## config.mk

```make
export PLATFORM = sky130hd
export DESIGN_NAME = uart_cmd_ctrl
export DESIGN_NICKNAME = d
export VERILOG_FILES = /design/src/rtl/uart_cmd_ctrl.sv
export SDC_FILE = /design/constraint.sdc
export NUM_CORES = 1
export LEC_CHECK = 0
export CAP_MARGIN = 20
export CORE_UTILIZATION = 47
export CTS_CLUSTER_SIZE = 20
export DETAILED_ROUTE_END_ITERATION = 12
export PLACE_DENSITY = 0.74
export SYNTH_ARGS = -nofsm -noshare
export SYNTH_HDL_FRONTEND = slang
export SYNTH_SLANG_ARGS = --single-unit
export TNS_END_PERCENT = 5
```

## constraint.sdc

```tcl
create_clock -name clk -period 2.1 [get_ports clk]
set_input_delay 0.42 -clock clk [delete_from_list [all_inputs] [get_ports clk]]
set_output_delay 0.42 -clock clk [all_outputs]
set_load 0.01 [all_outputs]
```

## src/rtl/uart_cmd_ctrl.sv

```systemverilog
// rtl/uart_cmd_ctrl.sv - UART byte-stream command framer producing register writes.
// Define UART_CMD_CHK_EN to require a trailing XOR checksum byte (5-byte frames).
module uart_cmd_ctrl #(
    parameter int         TIMEOUT = 17360,
    parameter logic [7:0] SYNC    = 8'hA5
) (
    input  logic        clk,
    input  logic        rst,
    input  logic [7:0]  rx_data,
    input  logic        rx_valid,
    input  logic        rx_err,
    output logic        wr_en,
    output logic [7:0]  wr_addr,
    output logic [15:0] wr_data,
    output logic        frame_ok,
    output logic        frame_err,
    output logic [1:0]  err_code,
    output logic        busy
);

    localparam int            GW       = $clog2(TIMEOUT + 1);
    localparam logic [GW-1:0] GAP_LAST = GW'(TIMEOUT - 1);

    typedef enum logic [2:0] {
        S_IDLE,
        S_ADDR,
        S_DH,
        S_DL,
        S_CHK
    } state_t;

    state_t        state;
    logic [GW-1:0] gap;
    logic [7:0]    addr_q;
    logic [7:0]    dh_q;
`ifdef UART_CMD_CHK_EN
    logic [7:0]    dl_q;
`endif

    assign busy = (state != S_IDLE);

    always_ff @(posedge clk or negedge rst) begin
        if (!rst) begin
            state     <= S_IDLE;
            gap       <= '0;
            addr_q    <= '0;
            dh_q      <= '0;
`ifdef UART_CMD_CHK_EN
            dl_q      <= '0;
`endif
            wr_en     <= 1'b0;
            wr_addr   <= '0;
            wr_data   <= '0;
            frame_ok  <= 1'b0;
            frame_err <= 1'b0;
            err_code  <= 2'b00;
        end else begin
            wr_en     <= 1'b0;
            frame_ok  <= 1'b0;
            frame_err <= 1'b0;
            // A receiver error outranks any byte presented in the same cycle.
            if (rx_err) begin
                frame_err <= 1'b1;
                err_code  <= 2'b01;
                state     <= S_IDLE;
                gap       <= '0;
            end else if (rx_valid) begin
                gap <= '0;
                case (state)
                    S_IDLE: begin
                        if (rx_data == SYNC) state <= S_ADDR;
                    end
                    S_ADDR: begin
                        addr_q <= rx_data;
                        state  <= S_DH;
                    end
                    S_DH: begin
                        dh_q  <= rx_data;
                        state <= S_DL;
                    end
`ifdef UART_CMD_CHK_EN
                    S_DL: begin
                        dl_q  <= rx_data;
                        state <= S_CHK;
                    end
                    S_CHK: begin
                        if (rx_data == (addr_q ^ dh_q ^ dl_q)) begin
                            wr_en    <= 1'b1;
                            frame_ok <= 1'b1;
                            wr_addr  <= addr_q;
                            wr_data  <= {dh_q, dl_q};
                            err_code <= 2'b00;
                        end else begin
                            frame_err <= 1'b1;
                            err_code  <= 2'b10;
                        end
                        state <= S_IDLE;
                    end
`else
                    S_DL: begin
                        wr_en    <= 1'b1;
                        frame_ok <= 1'b1;
                        wr_addr  <= addr_q;
                        wr_data  <= {dh_q, rx_data};
                        err_code <= 2'b00;
                        state    <= S_IDLE;
                    end
`endif
                    default: state <= S_IDLE;
                endcase
            end else if (state != S_IDLE) begin
                if (gap == GAP_LAST) begin
                    frame_err <= 1'b1;
                    err_code  <= 2'b11;
                    state     <= S_IDLE;
                    gap       <= '0;
                end else begin
                    gap <= gap + GW'(1);
                end
            end else begin
                gap <= '0;
            end
        end
    end

endmodule

```

==> results.cfg, run 1 <==
[status]
status = finished, final reports clean

[floorplanning]
dieWidth_um = 76.1
rows = 26
core_sq_mm = 0.00520
design.portCount = 42
start_util_pct = 49.6
die_area_sq_mm = 0.00580
die_height_um = 76.1

[cts]
path_clk_slew_ns = 0.07
cts_buffers = 9
clock_sinks = 61
clock_latency_ns = 0.33
cts.htree.levels = 3
clock_path_buffers = 2
cts_tree = built
ctsRootBufferMaster = clkbuf_8

[worst_setup_path]
cp-startpoint = gap[12]
reg2reg_from = gap[12]
path_class = register to register
endpoint = state[0]
ff2ff_path_depth = 4
reg2reg_to = state[0]
cp-start-kind = register
worstPathRequired_ns = 2.32
crit_fanout = 4
cp.arrival_ns = 2.25
worst-r2r-setup-slack_ns = 0.08
worstSetupEndpointType = register

[yosys]
ys_ff_latch = 61
ys_async_sr_fraction_pct = 100
synth_edf_count = 0
synth.area.top_cells = dfrtp_1 (59%), mux2_2 (17%), xnor2_1 (4.1%)
yosysWarnings = 0
synth_top_family_by_area = multiplexers
synth_flop_cell = dfrtp_1
yosysTopAreaCell = dfrtp_1
synthesis.nets = 213
synth-simple-area-share_pct = 11.3
synthXorXnorAreaFrac_pct = 4.41
synth.distinct_cells = 30
netlist.area_leader.share_pct = 59.1
synth_fa_ha_area_share_pct = 2.42
syn_area_sq_mm = 0.00258
postSynthCellCount = 196
synthMuxAreaShare_pct = 17.4
synth_compound_area_share_pct = 2.52
synth_seq_area_share_pct = 59.1
syn_area_per_cell_sq_um = 13.2

[layout]
area_delta_synth_final_pct = 34.8
nets = 280
fin_cells = 338
drive_gt1_share_pct = 32.1
antenna_cells = 0

[sta]
setup_viol = 0
clock.fmax_ghz = 0.494
period_share_pct = 96.4
hold_viol = 0
worst_pin_slew_ns = 0.622
holdWs_ns = 0.100
min_period_ns = 2.02
slew_viol_final = 0
timing.slew.headroom_pct = 58.6
fin_tns_setup_ns = 0
fin_skew_ns = 0.0112
grt_setup_unrepaired = false

[grt]
grt_pass1_vias = 1844
grt_first_pass_wirelength_um = 8440
grt.total_usage_pct = 19.0
grt_antenna_before_repair = 0
grt.overflow.total = 0
grt_max_degree = 28

[place]
port_buffers = 41
dp_hpwl_um = 3450
dp.cells = 320
place.gp.congestion = 0.788

[drt]
initialDrtViolationCount = 42
wl_um = 4940
drc_errors = 0
via_per_inst = 5.12
wl_per_cell_um = 14.6
vias = 1731
firstDrtPassIters = 4
ant_nets = 0

[pwr]
leakagePower_nw = 1.64
peakVddDrop_uv = 398
powerDensity_mw_per_mm2 = 745

[worst_hold_path]
min_path_type = input port to async pin

[job]
max_cap_viol_count = 0
worst max-delay path, stage by stage (launching register included):
cell	delay (ns)
dfrtp_1	0.40
or4b_1	0.50
or4_4	0.55
a32o_1	0.24
a22o_1	0.22
layout by cell type, fill, tap and decap left out, types with 2 or more instances in the layout:
| master | count |
|---|---|
| nor4_1 | 4 |
| nor3_1 | 5 |
| nor2_1 | 18 |
| buf_12 | 3 |
| a32o_1 | 2 |
| mux2_2 | 40 |
| dfrtp_1 | 61 |
| xnor2_1 | 12 |
| clkbuf_8 | 11 |
| inv_1 | 8 |
| nand2_1 | 10 |
| bufinv_16 | 3 |
| buf_4 | 17 |
| nand3_1 | 6 |
| ha_1 | 5 |
| o21ai_0 | 3 |
| nand4_1 | 2 |
| clkdlybuf4s50_1 | 39 |
sequential cells by signal, indices dropped and copies added (netlist names):
name       flops
state          2
wr_data       16
frame_ok       1
addr_q         8
err_code       2
wr_addr        8
frame_err      1
gap           15
dh_q           8
per-stage QoR:
| step | power [mW] | util [%] | worst slack [ns] | cell area [sq um] |
|---|---|---|---|---|
| 3_5_place_dp | 1.31 | 61.7 | 0.0616 | 3210 |
| 4_1_cts | 2.63 | 66.9 | 0.0704 | 3480 |
| 6_report | 2.59 | 66.9 | 0.0753 | 3480 |
| 3_3_place_gp | 1.30 | 61.7 | 0.105 | 3210 |
| 2_1_floorplan | 1.23 | - | 0.117 | 2580 |
| 5_1_grt | 2.67 | 66.9 | 0.00961 | 3480 |
worst min-delay path by stage:
| stage | endpoint | slack (ns) |
|---|---|---|
| 5_1_grt | gap[13] | 0.14 |
| 3_3_place_gp | gap[13] | 0.47 |
| 6_report | gap[1] | 0.10 |
| 2_1_floorplan | addr_q[0] | 0.12 |
| 4_1_cts | gap[13] | 0.11 |
| 3_5_place_dp | gap[1] | 0.48 |
routing by layer:
layer	up-vias	share of wire (%)	track usage, %
met4	0	2.1	10.4
met1	871	46	23.9
met3	9	2.9	4.43
li1	819	-	-
met2	32	49	30.6
met5	-	0	0
where the power goes:
part           internal, mW  leakage, nW  switching (mW)
combinational        0.0446        0.669          0.0453
sequential             1.19        0.843         0.00544
clock                 0.855        0.126           0.457
cells by family (layout without fill, tap and decap cells):
logic type,after synthesis,in the layout
xor+xnor,13,13
buf+inv,14,86
compound gates,8,8
simple gates,55,55
fa+ha+maj,5,5
flops,61,61
mux,40,40
synthesized netlist by cell type, types with 2 or more instances:
cell type   n
mux2_2     40
nand2_1    10
buf_4       3
nor4_1      4
dfrtp_1    61
xnor2_1    12
nor2_1     18
inv_1       9
nor3_1      5
a32o_1      2
nand4_1     2
nand3_1     6
ha_1        5
o21ai_0     3
layout make-up:
class                           count  area [sq um]
Clock inverter                      5           106
Multi-Input combinational cell    121           983
Inverter                            9          33.8
Clock buffer                       11           151
Tap cell                           70          87.6
Sequential cell                    61          1530
Timing Repair Buffer               61           592
Fill cell                         401          1720
what timing repair did:
item | in CTS | in global routing
gates resized for setup | 2 | 0
hold buffers | 0 | 0
setup buffers | 2 | 0
setup endpoints to repair | 1 | 0
(Power assumes the default switching activity.)
==> run 2, diff against run 1 <==
--- a/config.mk
+++ b/config.mk
@@ -6,10 +6,9 @@
 export NUM_CORES = 1
 export LEC_CHECK = 0
 export CAP_MARGIN = 20
-export CORE_UTILIZATION = 47
+export CORE_UTILIZATION = 30
 export CTS_CLUSTER_SIZE = 20
 export DETAILED_ROUTE_END_ITERATION = 12
-export PLACE_DENSITY = 0.74
 export SYNTH_ARGS = -nofsm -noshare
 export SYNTH_HDL_FRONTEND = slang
 export SYNTH_SLANG_ARGS = --single-unit
==> results.cfg, run 2 (synthesis results as in run 1) <==
[layout]
reg_top3 = wr_data (16), gap (15)
regMostFlops = wr_data
drive_gt1_share_pct = 31.3
layout_common_cells = dfrtp_1 (61), mux2_2 (40), clkdlybuf4s50_1 (39)
final_common_cell = dfrtp_1
largest_reg_flops = 16
area_delta_synth_final_pct = 35.9
fin_cells = 373
antenna_cells = 0
nets = 280

[floorplanning]
dieWidth_um = 94.8
core_sq_mm = 0.00826
start_util_pct = 31.3
design.portCount = 42
rows = 33
die_height_um = 94.8
die_area_sq_mm = 0.00898

[sta]
clock.fmax_ghz = 0.494
holdWs_ns = 0.0845
min_period_ns = 2.03
slew_viol_final = 0
grt_setup_unrepaired = false
setup_viol = 0
hold_viol = 0
timing.slew.headroom_pct = 77.7
worst_pin_slew_ns = 0.332
period_share_pct = 96.4
fin_skew_ns = 0.0108

[grt]
grt_max_degree = 62
grt_antenna_before_repair = 0
grt_first_pass_wirelength_um = 8020
grt_pass1_vias = 1694
grt.overflow.total = 0
grt.total_usage_pct = 11.9

[drt]
drc_errors = 0
firstDrtPassIters = 4
initialDrtViolationCount = 50
wl_per_cell_um = 13.1
via_per_inst = 4.45
vias = 1659
ant_nets = 0
wl_um = 4870

[pwr]
peakVddDrop_uv = 358
powerDensity_mw_per_mm2 = 719
total_power_mw = 2.53
leakagePower_nw = 1.65

[worst_setup_path]
crit_family = simple AND/OR/NAND/NOR gates
crit_fanout = 4
cp_cell_sequence = or4b_1 > or4_4 > a32o_1 > a22o_1
worstPathRequired_ns = 2.32
cp_slowest_cell = or4_4
cp.arrival_ns = 2.25
path_class = register to register
cp-start-kind = register
critPathBufInv = 0
crit_path_max_incr_delay_ns = 0.55
worstSetupEndpointType = register

[job]
max_cap_viol_count = 0

[cts]
cts.htree.levels = 3
cts_buffers = 9
clock_path_buffers = 2
clock_latency_ns = 0.33
clock_sinks = 61
ctsRootBufferMaster = clkbuf_8
cts_tree = built
path_clk_slew_ns = 0.07

[place]
place.gp.congestion = 0.747
dp.cells = 355
dp_hpwl_um = 3450
port_buffers = 41

[worst_hold_path]
min_path_type = input port to async pin

[status]
status = finished, final reports clean
run 2: worst reg2reg max path, stage by stage (launching register included):
cell	delay, ns
dfrtp_1	0.41
or4b_1	0.51
or4_4	0.55
a32o_1	0.23
a22o_1	0.22
run 2: stage by stage:
step                setup slack (ns)  instance area (sq um)  util, %  setup TNS [ns]
floorplan                      0.117                   2580        -               0
global placement             -0.0139                   3250     39.4         -0.0139
detailed placement           -0.0146                   3250     39.4         -0.0146
CTS                          0.00946                   3510     42.5               0
global route                  0.0163                   3510     42.5               0
finish                        0.0749                   3510     42.5               0
run 2: layer usage:
metal  vias to the layer above  part of all wire, %  GRT usage (%)
met4                         0                  1.0           4.42
met1                       815                   49           16.1
met5                         -                    0              0
met2                        26                   47           17.6
li1                        814                    -              -
met3                         4                  3.2           4.19
run 2: layout make-up:
class	instances	area (sq um)
multi-input combinational	121	983
clock buffer	12	145
inverter	9	33.8
fill	782	4750
timing repair buffer	61	596
clock inverter	4	95.1
sequential	61	1530
tap	105	131
run 2: path summary, 6_finish.rpt:
path / startpoint / endpoint / slack [ns] / cells after the start
hold / removal: rst / frame_ok / 0.08 / 2
setup reg to reg: gap[12] / state[0] / 0.07 / 4
setup / recovery: gap[12] / state[0] / 0.07 / 4
max in group asynchronous: rst / gap[4] / 1.74 / 2
hold reg to reg: gap[0] / gap[0] / 0.48 / 1
min in group clk: gap[0] / gap[0] / 0.48 / 1
run 2: power by group:
group	internal [mW]	switching [mW]
Clock	0.820	0.423
Combinational	0.0460	0.0454
Sequential	1.19	0.00509
run 2: timing repair:
| action | CTS | global route |
|---|---|---|
| hold buffers | 0 | 0 |
| resized for setup | 1 | 1 |
| setup buffers | 2 | 0 |
| gates cloned | 0 | 0 |
| setup endpoints to repair | 1 | 1 |
